--- src/rtl/hazard_ctrl_pkg.sv ---
// hazard_ctrl_pkg
// Shared definitions for the pipeline hazard controller: forward-select
// encoding, default result-ready stages for ALU and load producers, the
// redirect-pending state type and a helper that sizes the forward select.
// Ports: none (package).
package hazard_ctrl_pkg;

  // Forward select value meaning "take the register file value".
  localparam int FSEL_REGFILE = 0;

  // Stage index at which a result is sitting in that stage's pipeline
  // register: ALU results leave EX one stage later, loads one more.
  localparam int DEF_ALU_RDY  = 1;
  localparam int DEF_LOAD_RDY = 2;

  // A redirect that arrives while EX is frozen is remembered until the
  // freeze lifts, then turned into a flush.
  typedef enum logic {
    REDIR_IDLE = 1'b0,
    REDIR_PEND = 1'b1
  } redir_state_e;

  // Forward select width: enough bits to name any tracked stage, never 0.
  function automatic int fsel_width(input int depth);
    return (depth > 1) ? $clog2(depth) : 1;
  endfunction

endpackage

--- src/rtl/hazard_ctrl_if.sv ---
// hazard_ctrl_if
// Bundles the ID/EX side signals seen by the hazard controller.
// master: pipeline side, drives the hc_i_* signals and reads hc_o_*.
// slave : hazard controller, reads hc_i_* and drives hc_o_*.
// Signals:
//   hc_i_id_valid, hc_i_id_rs/rt, hc_i_id_use_rs/rt, hc_i_id_regwr,
//   hc_i_id_rd, hc_i_id_load : instruction currently in ID
//   hc_i_ex_busy             : multi-cycle EX unit not finished
//   hc_i_redirect            : EX resolved a taken branch/jump
//   hc_o_stall/flush/freeze  : pipeline control
//   hc_o_fwd_rs/rt           : EX operand forward selects
//   hc_o_stall_cnt           : saturating stall + freeze cycle count
interface hazard_ctrl_if
  import hazard_ctrl_pkg::*;
#(
  parameter int AWIDTH    = 5,
  parameter int DEPTH     = 3,
  parameter int CNT_WIDTH = 16,
  parameter int FSEL_W    = fsel_width(DEPTH)
);

  logic                 hc_i_id_valid;
  logic [AWIDTH-1:0]    hc_i_id_rs;
  logic [AWIDTH-1:0]    hc_i_id_rt;
  logic                 hc_i_id_use_rs;
  logic                 hc_i_id_use_rt;
  logic                 hc_i_id_regwr;
  logic [AWIDTH-1:0]    hc_i_id_rd;
  logic                 hc_i_id_load;
  logic                 hc_i_ex_busy;
  logic                 hc_i_redirect;
  logic                 hc_o_stall;
  logic                 hc_o_flush;
  logic                 hc_o_freeze;
  logic [FSEL_W-1:0]    hc_o_fwd_rs;
  logic [FSEL_W-1:0]    hc_o_fwd_rt;
  logic [CNT_WIDTH-1:0] hc_o_stall_cnt;

  modport master (
    output hc_i_id_valid, hc_i_id_rs, hc_i_id_rt, hc_i_id_use_rs,
           hc_i_id_use_rt, hc_i_id_regwr, hc_i_id_rd, hc_i_id_load,
           hc_i_ex_busy, hc_i_redirect,
    input  hc_o_stall, hc_o_flush, hc_o_freeze, hc_o_fwd_rs, hc_o_fwd_rt,
           hc_o_stall_cnt
  );

  modport slave (
    input  hc_i_id_valid, hc_i_id_rs, hc_i_id_rt, hc_i_id_use_rs,
           hc_i_id_use_rt, hc_i_id_regwr, hc_i_id_rd, hc_i_id_load,
           hc_i_ex_busy, hc_i_redirect,
    output hc_o_stall, hc_o_flush, hc_o_freeze, hc_o_fwd_rs, hc_o_fwd_rt,
           hc_o_stall_cnt
  );

endinterface

--- src/rtl/hazard_match.sv ---
// hazard_match
// Compares one source register address against the tracked in-flight
// producers and reports the youngest (lowest stage index) match.
// Ports:
//   src       in  source register address
//   use_src   in  source is actually read (already qualified by valid)
//   prod      in  per-stage producer flag (valid & regwr & rd != 0)
//   rd        in  per-stage destination address
//   rdy       in  per-stage stage index at which the result is available
//   hit_idx   out stage index of the youngest matching producer
//   hit       out some producer at stage >= MIN_STAGE matches
//   not_ready out youngest match will not have its result in time for a
//                 consumer entering EX next cycle
module hazard_match
  import hazard_ctrl_pkg::*;
#(
  parameter int AWIDTH    = 5,
  parameter int DEPTH     = 3,
  parameter int FSEL_W    = fsel_width(DEPTH),
  parameter int MIN_STAGE = 0
) (
  input  logic [AWIDTH-1:0]             src,
  input  logic                          use_src,
  input  logic [DEPTH-1:0]              prod,
  input  logic [DEPTH-1:0][AWIDTH-1:0]  rd,
  input  logic [DEPTH-1:0][FSEL_W-1:0]  rdy,
  output logic [FSEL_W-1:0]             hit_idx,
  output logic                          hit,
  output logic                          not_ready
);

  // Scan from oldest to youngest so the youngest match is the last one
  // written. $0 is hard-wired and never creates a dependency.
  always_comb begin
    hit_idx   = FSEL_W'(FSEL_REGFILE);
    hit       = 1'b0;
    not_ready = 1'b0;
    if (use_src && (src != '0)) begin
      for (int k = DEPTH - 1; k >= MIN_STAGE; k--) begin
        if (prod[k] && (rd[k] == src)) begin
          hit       = 1'b1;
          hit_idx   = FSEL_W'(k);
          not_ready = ((k + 1) < int'(rdy[k]));
        end
      end
    end
  end

endmodule

--- src/rtl/hazard_ctrl.sv ---
// hazard_ctrl
// Pipeline hazard controller. Tracks destination metadata of every
// in-flight instruction from EX (stage 0) to WB (stage DEPTH-1) and
// derives forward selects, load-use / not-ready stalls, redirect flushes
// and the multi-cycle EX freeze.
// Ports:
//   hc_clk  in  clock
//   hc_rst  in  synchronous active-high reset
//   bus     hazard_ctrl_if.slave (ID inputs, EX busy/redirect, controls)
module hazard_ctrl
  import hazard_ctrl_pkg::*;
#(
  parameter int AWIDTH    = 5,
  parameter int DEPTH     = 3,
  parameter int ALU_RDY   = DEF_ALU_RDY,
  parameter int LOAD_RDY  = DEF_LOAD_RDY,
  parameter int CNT_WIDTH = 16,
  parameter int FSEL_W    = fsel_width(DEPTH)
) (
  input logic         hc_clk,
  input logic         hc_rst,
  hazard_ctrl_if.slave bus
);

  logic [DEPTH-1:0]              e_valid;
  logic [DEPTH-1:0]              e_regwr;
  logic [DEPTH-1:0][AWIDTH-1:0]  e_rd;
  logic [DEPTH-1:0][FSEL_W-1:0]  e_rdy;
  logic [DEPTH-1:0]              e_prod;

  logic [AWIDTH-1:0]             s0_rs;
  logic [AWIDTH-1:0]             s0_rt;
  logic                          s0_use_rs;
  logic                          s0_use_rt;

  redir_state_e                  redir_q;
  redir_state_e                  redir_d;
  logic [CNT_WIDTH-1:0]          stall_cnt_q;

  logic                          busy;
  logic                          flush;
  logic                          stall;
  logic                          issue;

  logic [FSEL_W-1:0]             id_rs_idx, id_rt_idx, ex_rs_idx, ex_rt_idx;
  logic                          id_rs_hit, id_rt_hit, ex_rs_hit, ex_rt_hit;
  logic                          id_rs_nr, id_rt_nr, ex_rs_nr, ex_rt_nr;
  logic                          unused_match;

  // An entry only counts as a producer when it really writes a non-zero
  // register.
  always_comb begin
    e_prod = '0;
    for (int k = 0; k < DEPTH; k++) begin
      e_prod[k] = e_valid[k] & e_regwr[k] & (e_rd[k] != '0);
    end
  end

  // Stall lookups for the instruction in ID: any stage may hold the
  // producer, including the one currently in EX.
  hazard_match #(.AWIDTH(AWIDTH), .DEPTH(DEPTH), .FSEL_W(FSEL_W), .MIN_STAGE(0))
    u_id_rs (
      .src(bus.hc_i_id_rs), .use_src(bus.hc_i_id_valid & bus.hc_i_id_use_rs),
      .prod(e_prod), .rd(e_rd), .rdy(e_rdy),
      .hit_idx(id_rs_idx), .hit(id_rs_hit), .not_ready(id_rs_nr));

  hazard_match #(.AWIDTH(AWIDTH), .DEPTH(DEPTH), .FSEL_W(FSEL_W), .MIN_STAGE(0))
    u_id_rt (
      .src(bus.hc_i_id_rt), .use_src(bus.hc_i_id_valid & bus.hc_i_id_use_rt),
      .prod(e_prod), .rd(e_rd), .rdy(e_rdy),
      .hit_idx(id_rt_idx), .hit(id_rt_hit), .not_ready(id_rt_nr));

  // Forward lookups for the instruction in EX: only older stages can
  // supply its operands.
  hazard_match #(.AWIDTH(AWIDTH), .DEPTH(DEPTH), .FSEL_W(FSEL_W), .MIN_STAGE(1))
    u_ex_rs (
      .src(s0_rs), .use_src(e_valid[0] & s0_use_rs),
      .prod(e_prod), .rd(e_rd), .rdy(e_rdy),
      .hit_idx(ex_rs_idx), .hit(ex_rs_hit), .not_ready(ex_rs_nr));

  hazard_match #(.AWIDTH(AWIDTH), .DEPTH(DEPTH), .FSEL_W(FSEL_W), .MIN_STAGE(1))
    u_ex_rt (
      .src(s0_rt), .use_src(e_valid[0] & s0_use_rt),
      .prod(e_prod), .rd(e_rd), .rdy(e_rdy),
      .hit_idx(ex_rt_idx), .hit(ex_rt_hit), .not_ready(ex_rt_nr));

  // The stall lookups only need the ready verdict and the forward lookups
  // only need the stage index; the remaining outputs are collected here.
  assign unused_match = &{1'b0, id_rs_idx, id_rt_idx, id_rs_hit, id_rt_hit,
                          ex_rs_nr, ex_rt_nr};

  // Control precedence: freeze beats redirect, redirect beats stall.
  always_comb begin
    busy  = bus.hc_i_ex_busy;
    flush = ~busy & (bus.hc_i_redirect | (redir_q == REDIR_PEND));
    stall = (id_rs_nr | id_rt_nr) & ~busy & ~flush;
    issue = bus.hc_i_id_valid & ~stall & ~flush & ~busy;
  end

  assign bus.hc_o_stall     = stall;
  assign bus.hc_o_flush     = flush;
  assign bus.hc_o_freeze    = busy;
  assign bus.hc_o_fwd_rs    = ex_rs_hit ? ex_rs_idx : FSEL_W'(FSEL_REGFILE);
  assign bus.hc_o_fwd_rt    = ex_rt_hit ? ex_rt_idx : FSEL_W'(FSEL_REGFILE);
  assign bus.hc_o_stall_cnt = stall_cnt_q;

  // Redirect-pending state: a redirect seen while frozen is parked until
  // the first unfrozen cycle, where flush fires and the state clears.
  always_comb begin
    redir_d = redir_q;
    case (redir_q)
      REDIR_IDLE: if (busy && bus.hc_i_redirect) redir_d = REDIR_PEND;
      REDIR_PEND: if (!busy)                     redir_d = REDIR_IDLE;
      default:                                   redir_d = REDIR_IDLE;
    endcase
  end

  always_ff @(posedge hc_clk) begin
    if (hc_rst) redir_q <= REDIR_IDLE;
    else        redir_q <= redir_d;
  end

  // Entry shift register. Normally everything moves up one stage and
  // stage 0 takes the ID instruction or a bubble. While frozen, stage 0
  // keeps the busy instruction and the bubble is injected at stage 1.
  always_ff @(posedge hc_clk) begin
    if (hc_rst) begin
      e_valid   <= '0;
      e_regwr   <= '0;
      e_rd      <= '0;
      e_rdy     <= '0;
      s0_rs     <= '0;
      s0_rt     <= '0;
      s0_use_rs <= 1'b0;
      s0_use_rt <= 1'b0;
    end else begin
      for (int k = 1; k < DEPTH; k++) begin
        e_valid[k] <= e_valid[k-1];
        e_regwr[k] <= e_regwr[k-1];
        e_rd[k]    <= e_rd[k-1];
        e_rdy[k]   <= e_rdy[k-1];
      end
      if (busy) begin
        e_valid[1] <= 1'b0;
      end else begin
        e_valid[0] <= issue;
        e_regwr[0] <= bus.hc_i_id_regwr;
        e_rd[0]    <= bus.hc_i_id_rd;
        e_rdy[0]   <= bus.hc_i_id_load ? FSEL_W'(LOAD_RDY) : FSEL_W'(ALU_RDY);
        s0_rs      <= bus.hc_i_id_rs;
        s0_rt      <= bus.hc_i_id_rt;
        s0_use_rs  <= bus.hc_i_id_use_rs;
        s0_use_rt  <= bus.hc_i_id_use_rt;
      end
    end
  end

  // Saturating count of cycles lost to stalls and freezes.
  always_ff @(posedge hc_clk) begin
    if (hc_rst) begin
      stall_cnt_q <= '0;
    end else if ((stall || busy) && (stall_cnt_q != '1)) begin
      stall_cnt_q <= stall_cnt_q + CNT_WIDTH'(1);
    end
  end

endmodule

--- src/flat_wrapper.sv ---
// flat-port wrapper written by rule: the top's interface ports become plain ports
module hazard_ctrl_flat import hazard_ctrl_pkg::*;
#(
  parameter int AWIDTH    = 5,
  parameter int DEPTH     = 3,
  parameter int ALU_RDY   = DEF_ALU_RDY,
  parameter int LOAD_RDY  = DEF_LOAD_RDY,
  parameter int CNT_WIDTH = 16,
  parameter int FSEL_W    = fsel_width(DEPTH)
)
  (hc_clk, hc_rst, bus_hc_i_id_valid, bus_hc_i_id_rs, bus_hc_i_id_rt, bus_hc_i_id_use_rs, bus_hc_i_id_use_rt, bus_hc_i_id_regwr, bus_hc_i_id_rd, bus_hc_i_id_load, bus_hc_i_ex_busy, bus_hc_i_redirect, bus_hc_o_stall, bus_hc_o_flush, bus_hc_o_freeze, bus_hc_o_fwd_rs, bus_hc_o_fwd_rt, bus_hc_o_stall_cnt);
  hazard_ctrl_if #(.AWIDTH(AWIDTH), .DEPTH(DEPTH), .CNT_WIDTH(CNT_WIDTH), .FSEL_W(FSEL_W)) bus_i ();
  input logic hc_clk;
  input logic hc_rst;
  input wire logic [$bits(bus_i.hc_i_id_valid)-1:0] bus_hc_i_id_valid;
  input wire logic [$bits(bus_i.hc_i_id_rs)-1:0] bus_hc_i_id_rs;
  input wire logic [$bits(bus_i.hc_i_id_rt)-1:0] bus_hc_i_id_rt;
  input wire logic [$bits(bus_i.hc_i_id_use_rs)-1:0] bus_hc_i_id_use_rs;
  input wire logic [$bits(bus_i.hc_i_id_use_rt)-1:0] bus_hc_i_id_use_rt;
  input wire logic [$bits(bus_i.hc_i_id_regwr)-1:0] bus_hc_i_id_regwr;
  input wire logic [$bits(bus_i.hc_i_id_rd)-1:0] bus_hc_i_id_rd;
  input wire logic [$bits(bus_i.hc_i_id_load)-1:0] bus_hc_i_id_load;
  input wire logic [$bits(bus_i.hc_i_ex_busy)-1:0] bus_hc_i_ex_busy;
  input wire logic [$bits(bus_i.hc_i_redirect)-1:0] bus_hc_i_redirect;
  output wire logic [$bits(bus_i.hc_o_stall)-1:0] bus_hc_o_stall;
  output wire logic [$bits(bus_i.hc_o_flush)-1:0] bus_hc_o_flush;
  output wire logic [$bits(bus_i.hc_o_freeze)-1:0] bus_hc_o_freeze;
  output wire logic [$bits(bus_i.hc_o_fwd_rs)-1:0] bus_hc_o_fwd_rs;
  output wire logic [$bits(bus_i.hc_o_fwd_rt)-1:0] bus_hc_o_fwd_rt;
  output wire logic [$bits(bus_i.hc_o_stall_cnt)-1:0] bus_hc_o_stall_cnt;
  assign bus_i.hc_i_id_valid = bus_hc_i_id_valid;
  assign bus_i.hc_i_id_rs = bus_hc_i_id_rs;
  assign bus_i.hc_i_id_rt = bus_hc_i_id_rt;
  assign bus_i.hc_i_id_use_rs = bus_hc_i_id_use_rs;
  assign bus_i.hc_i_id_use_rt = bus_hc_i_id_use_rt;
  assign bus_i.hc_i_id_regwr = bus_hc_i_id_regwr;
  assign bus_i.hc_i_id_rd = bus_hc_i_id_rd;
  assign bus_i.hc_i_id_load = bus_hc_i_id_load;
  assign bus_i.hc_i_ex_busy = bus_hc_i_ex_busy;
  assign bus_i.hc_i_redirect = bus_hc_i_redirect;
  assign bus_hc_o_stall = bus_i.hc_o_stall;
  assign bus_hc_o_flush = bus_i.hc_o_flush;
  assign bus_hc_o_freeze = bus_i.hc_o_freeze;
  assign bus_hc_o_fwd_rs = bus_i.hc_o_fwd_rs;
  assign bus_hc_o_fwd_rt = bus_i.hc_o_fwd_rt;
  assign bus_hc_o_stall_cnt = bus_i.hc_o_stall_cnt;
  hazard_ctrl #(.AWIDTH(AWIDTH), .DEPTH(DEPTH), .ALU_RDY(ALU_RDY), .LOAD_RDY(LOAD_RDY), .CNT_WIDTH(CNT_WIDTH), .FSEL_W(FSEL_W)) u_core (.hc_clk(hc_clk), .hc_rst(hc_rst), .bus(bus_i));
endmodule
--- config.mk ---
export PLATFORM = sky130hd
export DESIGN_NAME = hazard_ctrl_flat
export DESIGN_NICKNAME = d
export VERILOG_FILES = /design/src/rtl/hazard_ctrl_pkg.sv /design/src/rtl/hazard_ctrl_if.sv /design/src/rtl/hazard_match.sv /design/src/rtl/hazard_ctrl.sv /design/src/flat_wrapper.sv
export SDC_FILE = /design/constraint.sdc
export NUM_CORES = 1
export LEC_CHECK = 0
export CAP_MARGIN = 10
export CORE_ASPECT_RATIO = 0.7
export CORE_MARGIN = 2
export CORE_UTILIZATION = 30
export DETAILED_ROUTE_END_ITERATION = 8
export HOLD_SLACK_MARGIN = 0.03
export PLACE_DENSITY = 0.49
export SYNTH_ARGS = -nofsm -noshare
export SYNTH_HDL_FRONTEND = slang
export SYNTH_SLANG_ARGS = --single-unit
--- constraint.sdc ---
create_clock -name hc_clk -period 2.3 [get_ports hc_clk]
set_input_delay 0.345 -clock hc_clk [delete_from_list [all_inputs] [get_ports hc_clk]]
set_output_delay 0.345 -clock hc_clk [all_outputs]
set_load 0.02 [all_outputs]
==> results.sh, run 1 <==
export IMPL_status="finished, violations left"
export IMPL_violations="negative setup slack"
export IMPL_yosysWarnings=0
export IMPL_start_util_pct=30.5
export IMPL_fin_nets=430
export IMPL_powerDensity_nw_per_um2=562
export IMPL_crit_path_end_kind="output port"
export IMPL_synth_commonest_cells="dfxtp_1, nor2_1, xnor2_1"
export IMPL_synth_edff_count=0
export IMPL_port_buffers=46
export IMPL_synth_area_leaders="dfxtp_1, xnor2_1, mux2i_1"
export IMPL_r2r_slack_ns=-0.26
export IMPL_net_switching_power_uw=535
export IMPL_synth_nets=325
export IMPL_leakagePower_uw=0.00173
export IMPL_crit_fanout=3
export IMPL_cts_buffers=5
export IMPL_cts_hold_buf=0
export IMPL_cts_tree="built"
export IMPL_skew_ns=0.00562
export IMPL_h_tree_depth=2
export IMPL_clk_pin_slew_worst_paths_ns=0.07
export IMPL_intPower_uw=1820
export IMPL_peakVddDrop_uv=375
export IMPL_post_drt_wl_per_cell_um=14.3
export IMPL_hold_start="u_core.e_rdy[0]$_SDFFE_PP0N_"
export IMPL_timing_rr_end="u_core.bus.hc_o_stall_cnt[9]$_SDFFE_PP0P_"
export IMPL_syn_avg_cell_area_sq_um=9.12
export IMPL_yosysMostFrequentCell="dfxtp_1"
export IMPL_slew_headroom_pct=59.6
export IMPL_hold_viol=0
export IMPL_fmax_mhz=385
export IMPL_dr_pass1_iters=4
export IMPL_vias=2453
export IMPL_num_antenna_cells=0
export IMPL_cts_max_path_buffers=2
export IMPL_die_area_sq_um=9910
export IMPL_total_power_uw=2360
export IMPL_worstHoldEndpoint="u_core.e_rdy[2]$_SDFF_PP0_"
export IMPL_die_h_um=83.9
export IMPL_io_pins=47
export IMPL_synth_ff_type="dfxtp_1"
export IMPL_comb_power_share_pct=15.3
export IMPL_rsz0062_at_grt="true"
export IMPL_drt_iter0_drc=67
export IMPL_cts_sinks=54
export IMPL_cap_violations=0
export IMPL_ff2ff_path_depth=10
export IMPL_p_clk_share_pct=42.1
export IMPL_syn_inst=300
export IMPL_drc=0
export IMPL_critical_path_required_ns=1.96
export IMPL_antenna_found_initial=0
export IMPL_clk_latency_ns=0.29
export IMPL_dpl_hpwl_mm=5.61
export IMPL_min_path_cells=1
export IMPL_grt_pass1_vias=2415
export IMPL_synth_seq_cells=54
export IMPL_grt_max_degree=30
export IMPL_pwr_share_seq_pct=42.6
export IMPL_hold_worst_slack_ns=0.462
export IMPL_stdcell_count=530
export IMPL_cts_root_buf="clkbuf_16"
export IMPL_drt_antenna_violating_nets=0
export IMPL_area_growth_pct=53.3
export IMPL_viasPerCell=4.63
export IMPL_synth_area_sq_um=2740
export IMPL_sw_frac_of_total_pct=22.7
export IMPL_ys_seq_area_share_pct=39.5
export IMPL_setup_ws_ns=-0.298
export IMPL_finalSetupViolCount=19
export IMPL_ys_types=43
export IMPL_fin_crit_sh_pct=113
export IMPL_startpoint_type="flip-flop"
export IMPL_grtUsageTotal_pct=15.9
export IMPL_crit_type="reg -> out"
export IMPL_r2r_start="u_core.e_rd[9]$_SDFF_PP0_"
export IMPL_coreArea_sq_um=8960
export IMPL_final_min_clock_period_ns=2.60
export IMPL_synthArstFlopShare_pct=0
export IMPL_critical_path_arrival_ns=2.25
export IMPL_synth_area_leader_cell="dfxtp_1"
export IMPL_wl_mm=7.59
export IMPL_slew_violations=0
export IMPL_tightest_slew_ns=0.606
export IMPL_yosysTopAreaCellShare_pct=39.5
export IMPL_hp_class="reg -> reg"
export IMPL_grt_pass1_wl_mm=12.6
export IMPL_dp_cells=508
export IMPL_drive_above_1_share_pct=31.5
export IMPL_die_width_um=118
export IMPL_fp_row_count=29
export IMPL_gp_congestion=0.752
export IMPL_grt_remaining_overflow=0
layout by cell type (no fill, tap or decap), drive strengths merged, types with 2 or more instances in the layout:
cell,n
o311a,2
dlygate4sd2,5
and3,6
xnor2,29
buf,75
bufinv,2
mux2i,20
o21ai,5
nand3,11
nor3,5
xor2,13
mux2,3
a21oi,14
nor2b,16
and2,4
dlymetal6s2s,2
or4,10
nor4,7
o31ai,6
o211ai,4
nand4,6
clkbuf,6
clkdlybuf4s50,32
or3,9
nor2,32
nor3b,2
nand2,13
dfxtp,54
power by group through the flow:
stage / combinational [uW] / sequential [uW] / clock, uW
after floorplan: 172 / 1020 / 0
after global placement: 316 / 1020 / 0
after detailed placement: 317 / 1020 / 0
after CTS: 347 / 1000 / 1020
after global routing: 392 / 1010 / 1070
final: 360 / 1000 / 993
through the flow:
step,setup WS (ns),TNS (ns),utilization [%],cell area [sq um]
6_report,-0.298,-2.80,46.8,4190
5_1_grt,-0.403,-4.84,46.8,4190
4_1_cts,-0.289,-2.88,45.3,4060
3_5_place_dp,-0.799,-12.23,41.1,3680
3_3_place_gp,-0.820,-11.85,41.1,3680
2_1_floorplan,-0.0439,-0.0800,-,2750
cell families (layout without fill, tap and decap cells):
family | count (synthesis) | count (layout) | share of synthesized area, %
AND/OR/NAND/NOR | 122 | 123 | 24.0
flip-flops | 54 | 54 | 39.5
XOR/XNOR | 42 | 42 | 13.4
AO/OA/AOI/OAI | 39 | 39 | 9.79
multiplexers | 23 | 23 | 8.55
buffers and inverters | 19 | 124 | 4.30
adder cells (fa/ha/maj) | 1 | 1 | 0.457
flip-flops by register name, indices dropped and copies added (netlist names):
signal                     flops
u_core.s0_use_rt               1
u_core.s0_use_rs               1
u_core.e_rd                   15
u_core.e_valid                 3
u_core.redir_q                 1
u_core.e_rdy                   4
u_core.bus.hc_o_stall_cnt     16
u_core.s0_rs                   5
u_core.s0_rt                   5
u_core.e_regwr                 3
cell type report:
type,count,area (sq um)
multi-input cells,228,1720
clock inverters,2,60.1
well taps,124,155
inverters,1,3.75
clock buffers,6,139
fillers,882,4770
flip-flops and latches,54,1090
repair buffers,115,1020
critical path, cell delays in order (launching register included):
cell	delay, ns
dfxtp_2	0.32
or4_4	0.56
o211ai_4	0.23
nor4_2	0.07
mux2_2	0.28
a22o_1	0.23
nand2_1	0.08
nor2_2	0.05
buf_6	0.14
routing by layer:
layer / GRT usage (%) / vias up / part of all wire (%)
li1: - / 1276 / -
met1: 23.7 / 1139 / 54
met2: 23.2 / 32 / 42
met3: 3.48 / 6 / 2.7
met4: 3.29 / 0 / 0.95
met5: 0 / - / 0
worst max-delay path by stage:
stage                                                      endpoint                        start  depth (start not counted)  slack (ns)
final                                                bus_hc_o_stall    u_core.e_rd[9]$_SDFF_PP0_                          8       -0.30
after CTS                                            bus_hc_o_stall    u_core.e_rd[9]$_SDFF_PP0_                          8       -0.29
after global routing                                 bus_hc_o_stall  u_core.e_rd[2]$_SDFFE_PP0N_                          9       -0.40
after global placement                               bus_hc_o_stall            bus_hc_i_id_rs[2]                          9       -0.82
after detailed placement                             bus_hc_o_stall            bus_hc_i_id_rs[2]                          9       -0.80
after floorplan           u_core.bus.hc_o_stall_cnt[1]$_SDFFE_PP0P_    u_core.e_rd[5]$_SDFF_PP0_                         11       -0.04
what timing repair did:
| item | in CTS | in global routing |
|---|---|---|
| endpoints found under the setup margin | 21 | 20 |
| cloned | 1 | 0 |
| pin swaps | 20 | 19 |
| gates resized for setup | 65 | 25 |
| buffers inserted | 9 | 4 |
(Power assumes the default switching activity.)
==> inputs of run 2 (changes only) <==
--- a/config.mk
+++ b/config.mk
@@ -7,7 +7,7 @@
 export LEC_CHECK = 0
 export CAP_MARGIN = 10
 export CORE_ASPECT_RATIO = 0.7
-export CORE_MARGIN = 2
+export CORE_MARGIN = 3
 export CORE_UTILIZATION = 30
 export DETAILED_ROUTE_END_ITERATION = 8
 export HOLD_SLACK_MARGIN = 0.03
==> run 2 against run 1 <==
  * Sequential cell count is the same
  * Routed wire length grew 4.0%
  * Die area grew 4.1%
  * Maximum frequency shrank 0.16%
  * Critical endpoint unchanged
  * Final cell count shrank 1.7%
  * The flow still finishes with violations (negative setup slack)
  * Largest cell class unchanged
==> results.sh, run 2 (synthesized netlist as in run 1, its figures left out) <==
export IMPL_fp_row_count=28
export IMPL_final_setup_tns_ns=-3.07
export IMPL_fin_area_sq_um=4040
export IMPL_critical_path_required_ns=1.96
export IMPL_grtUsageTotal_pct=15.8
export IMPL_fmax_mhz=384
export IMPL_cts_buffers=5
export IMPL_final_min_clock_period_ns=2.60
export IMPL_coreArea_sq_um=8650
export IMPL_wl_mm=7.90
export IMPL_final_common_cell="buf_4"
export IMPL_drt_iter0_drc=107
export IMPL_cts_tree="built"
export IMPL_crit_fanout=3
export IMPL_clk_pin_slew_worst_paths_ns=0.07
export IMPL_clk_latency_ns=0.29
export IMPL_powerDensity_nw_per_um2=517
export IMPL_peakVddDrop_uv=267
export IMPL_start_util_pct=31.6
export IMPL_path_cells="or4_4, o211ai_4, nor4_2, mux2_4, a22o_1, nand2_1, nor2_2, buf_6"
export IMPL_viasPerCell=4.76
export IMPL_critical_path_arrival_ns=2.26
export IMPL_cap_violations=0
export IMPL_multi_input_area_sq_um=1710
export IMPL_seqCellArea_sq_um=1090
export IMPL_cts_hold_buf=0
export IMPL_grt_pass1_vias=2382
export IMPL_violations="negative setup slack"
export IMPL_fin_crit_sh_pct=113
export IMPL_placed_area_sq_um=3670
export IMPL_slew_headroom_pct=69.5
export IMPL_startpoint_type="flip-flop"
export IMPL_drive_above_1_share_pct=28.7
export IMPL_leakagePower_uw=0.00165
export IMPL_port_buffers=46
export IMPL_tightest_slew_ns=0.458
export IMPL_post_drt_wl_per_cell_um=15.2
export IMPL_dpl_hpwl_mm=5.78
export IMPL_place_worst_setup_slack_ns=-0.788
export IMPL_critPathTopFamily="simple AND/OR/NAND/NOR gates"
export IMPL_slew_violations=0
export IMPL_io_pins=47
export IMPL_die_width_um=120
export IMPL_finish_utilization_pct=46.6
export IMPL_hp_class="in -> reg"
export IMPL_slowest_stage="or4_4"
export IMPL_dr_pass1_iters=4
export IMPL_grt_pass1_wl_mm=12.6
export IMPL_max_stage_delay_ns=0.55
export IMPL_setup_ws_ns=-0.302
export IMPL_area_growth_pct=47.5
export IMPL_grt_max_degree=37
export IMPL_layout_common_cells="buf_4, dfxtp_1, nor2_1, clkdlybuf4s50_1, xnor2_1"
export IMPL_largest_reg_flops=16
export IMPL_antenna_found_initial=0
export IMPL_die_area_sq_um=10300
export IMPL_drc=0
export IMPL_finalSetupViolCount=20
export IMPL_cts_root_buf="clkbuf_16"
export IMPL_fill_cells=860
export IMPL_h_tree_depth=2
export IMPL_crit_type="reg -> out"
export IMPL_hold_viol=0
export IMPL_fin_nets=426
export IMPL_num_antenna_cells=0
export IMPL_skew_ns=0.00415
export IMPL_cts_sinks=54
export IMPL_vias=2479
export IMPL_grt_remaining_overflow=0
export IMPL_rsz0062_at_grt="true"
export IMPL_drt_antenna_violating_nets=0
export IMPL_critPathBufInv=1
export IMPL_gp_congestion=0.783
export IMPL_cts_max_path_buffers=2
export IMPL_die_h_um=85.9
export IMPL_crit_path_end_kind="output port"
export IMPL_status="finished, violations left"
-- run 2: metrics by stage --
step	hold slack [ns]	instances	total power (uW)
3_5_place_dp	0.462	503	1340
4_1_cts	0.472	515	2090
5_1_grt	0.449	521	2180
6_report	0.425	521	2080
2_1_floorplan	0.438	300	1190
3_3_place_gp	0.452	503	1330
-- run 2: metal layers --
metal / up-vias / wire [um] / global-route usage (%)
li1: 1263 / - / -
met1: 1181 / 4360 / 23.7
met2: 30 / 3270 / 22.7
met3: 5 / 197 / 3.56
met4: 0 / 68 / 4.05
met5: - / 0 / 0
-- run 2: worst register-to-register path, delay by kind of cell, from the launching register on --
kind	cells	cell delay, ns
buffers and inverters	3	0.42
xor gates and xnor gates	1	0.12
DFF	1	0.37
muxes	1	0.30
AOI/OAI and AO/OA	2	0.43
and+or+nand+nor	4	0.78
-- run 2: worst paths after layout --
kind                                                    end  cells past startpoint                    startpoint  slack [ns]
setup / recovery                             bus_hc_o_stall                      8     u_core.e_rd[5]$_SDFF_PP0_       -0.30
hold / removal                 u_core.s0_rs[3]$_SDFFE_PP0N_                      3             bus_hc_i_id_rs[3]        0.43
setup reg to reg  u_core.bus.hc_o_stall_cnt[9]$_SDFFE_PP0P_                     11     u_core.e_rd[9]$_SDFF_PP0_       -0.23
hold reg to reg                  u_core.e_rdy[2]$_SDFF_PP0_                      1  u_core.e_rdy[0]$_SDFFE_PP0N_        0.47
-- run 2: timing repair --
action	4_1_cts	5_1_grt
pin swaps	20	10
setup buffers	5	6
resized for setup	64	16
gates cloned	1	0
endpoints found under the setup margin	21	20
-- run 2: cell type report --
class / instances / area share, %
Inverter: 1 / 0.0930
Clock buffer: 7 / 3.29
Timing Repair Buffer: 111 / 23.5
Sequential cell: 54 / 27.0
Multi-Input combinational cell: 228 / 42.4
Tap cell: 120 / 3.72
-- run 2: report_power, final --
group          internal, uW  switching, uW
clock network           400            339
logic                   181            159
registers               970           35.0
==> inputs of run 3 (changes only) <==
--- a/config.mk
+++ b/config.mk
@@ -12,6 +12,7 @@
 export DETAILED_ROUTE_END_ITERATION = 8
 export HOLD_SLACK_MARGIN = 0.03
 export PLACE_DENSITY = 0.49
+export SETUP_SLACK_MARGIN = 0.4
 export SYNTH_ARGS = -nofsm -noshare
 export SYNTH_HDL_FRONTEND = slang
 export SYNTH_SLANG_ARGS = --single-unit
==> run 3 against run 2 <==
  * The flow still finishes with violations (negative setup slack)
  * Final cell count rose by 0.96%
  * Combinational power increased by 5.9%
  * Sequential power hardly changed
  * Setup slack worse by 0.0043 ns
==> results.sh, run 3 (synthesized netlist as in run 1, its figures left out) <==
export IMPL_critical_path_required_ns=1.96
export IMPL_hp_class="reg -> reg"
export IMPL_grt_max_degree=39
export IMPL_critical_path_arrival_ns=2.26
export IMPL_start_util_pct=31.6
export IMPL_viasPerCell=4.82
export IMPL_crit_path_end_kind="output port"
export IMPL_io_pins=47
export IMPL_drt_iter0_drc=89
export IMPL_layout_common_cells="buf_4, dfxtp_1, nor2_1, clkdlybuf4s50_1, xnor2_1"
export IMPL_grt_pass1_wl_mm=13.1
export IMPL_grt_met1_usage_pct=24.5
export IMPL_cap_violations=0
export IMPL_cts_root_buf="clkbuf_16"
export IMPL_die_width_um=120
export IMPL_hold_viol=0
export IMPL_peakVddDrop_uv=302
export IMPL_total_power_uw=2130
export IMPL_port_buffers=46
export IMPL_num_antenna_cells=0
export IMPL_slew_headroom_pct=67.1
export IMPL_cts_tree="built"
export IMPL_vias=2535
export IMPL_hold_worst_slack_ns=0.469
export IMPL_sw_frac_of_total_pct=25.1
export IMPL_antenna_found_initial=0
export IMPL_clk_latency_ns=0.29
export IMPL_drive_above_1_share_pct=35.7
export IMPL_crit_type="reg -> out"
export IMPL_drc=0
export IMPL_cts_buffers=5
export IMPL_crit_fanout=3
export IMPL_cts_sinks=54
export IMPL_grt_pass1_vias=2532
export IMPL_p_clk_share_pct=35.8
export IMPL_wl_mm=8.13
export IMPL_coreArea_sq_um=8650
export IMPL_dr_pass1_iters=4
export IMPL_net_switching_power_uw=535
export IMPL_largest_reg_flops=16
export IMPL_grt_remaining_overflow=0
export IMPL_top_usage_layer="met1"
export IMPL_fmax_mhz=384
export IMPL_clk_pin_slew_worst_paths_ns=0.07
export IMPL_final_common_cell="buf_4"
export IMPL_die_area_sq_um=10300
export IMPL_final_min_clock_period_ns=2.61
export IMPL_die_h_um=85.9
export IMPL_skew_ns=0.00531
export IMPL_powerDensity_nw_per_um2=503
export IMPL_finalSetupViolCount=17
export IMPL_rsz0062_at_grt="true"
export IMPL_dpl_hpwl_mm=5.85
export IMPL_fp_row_count=28
export IMPL_grtUsageTotal_pct=15.9
export IMPL_gr_usage_met2_pct=23.6
export IMPL_fin_crit_sh_pct=113
export IMPL_setup_ws_ns=-0.306
export IMPL_post_drt_wl_per_cell_um=15.5
export IMPL_startpoint_type="flip-flop"
export IMPL_use_met3_pct=2.83
export IMPL_intPower_uw=1590
export IMPL_fin_nets=430
export IMPL_status="finished, violations left"
export IMPL_leakagePower_uw=0.00172
export IMPL_area_growth_pct=54.5
export IMPL_cts_max_path_buffers=2
export IMPL_tightest_slew_ns=0.493
export IMPL_violations="negative setup slack"
export IMPL_gp_congestion=0.820
export IMPL_pwr_share_seq_pct=47.2
export IMPL_h_tree_depth=2
export IMPL_slew_violations=0
export IMPL_comb_power_share_pct=17.0
export IMPL_drt_antenna_violating_nets=0
run 3: path summary, 6_finish.rpt:
path	startpoint	end	slack, ns	depth (start not counted)
setup / recovery	u_core.e_rd[9]$_SDFF_PP0_	bus_hc_o_stall	-0.31	8
setup reg to reg	u_core.e_rd[9]$_SDFF_PP0_	u_core.bus.hc_o_stall_cnt[1]$_SDFFE_PP0P_	-0.27	10
hold / removal	u_core.e_rdy[0]$_SDFFE_PP0N_	u_core.e_rdy[2]$_SDFF_PP0_	0.47	1
hold reg to reg	u_core.e_rdy[0]$_SDFFE_PP0N_	u_core.e_rdy[2]$_SDFF_PP0_	0.47	1
run 3: repair_timing:
item | 4_1_cts | 5_1_grt
buffers inserted | 8 | 2
resized for setup | 87 | 27
gates cloned | 3 | 0
setup endpoints to repair | 24 | 22
endpoints found under the hold margin | 0 | 0
hold buffers | 0 | 0
pin swaps | 31 | 22
run 3: power by group through the flow:
stage	combinational, uW	clock (uW)	sequential [uW]
detailed placement	323	0	1020
floorplan	173	0	1020
CTS	354	784	1000
finish	361	762	1000
global route	393	822	1010
global placement	320	0	1020
run 3: final cells by class:
class	instances	area, sq um
Fill cell	840	4420
Clock inverter	2	12.5
Inverter	1	3.75
Multi-Input combinational cell	230	1820
Clock buffer	6	139
Timing Repair Buffer	113	1000
Sequential cell	54	1100
Tap cell	120	150
run 3: per-stage QoR:
stage	worst slack [ns]	instance area, sq um	util (%)	TNS, ns	cells
2_1_floorplan	-0.0433	2770	-	-0.0535	300
3_3_place_gp	-0.773	3690	42.7	-10.59	505
3_5_place_dp	-0.783	3690	42.7	-10.60	505
4_1_cts	-0.316	4110	47.5	-3.11	524
5_1_grt	-0.383	4230	48.9	-4.57	526
6_report	-0.306	4230	48.9	-2.82	526
run 3: metal layers:
metal	part of all wire (%)	wire length [um]	vias to the layer above
met3	3.0	245	4
met2	43	3480	40
met1	54	4370	1218
met4	0.44	36	0
met5	0	0	-
li1	-	-	1273
run 3: worst max-delay path, cell delays in order (launching register included):
cell,delay [ns]
dfxtp_2,0.32
or4_4,0.56
o211ai_4,0.23
nor4_2,0.06
mux2_4,0.28
a22o_1,0.27
nand2_2,0.09
nor2_4,0.03
buf_6,0.14
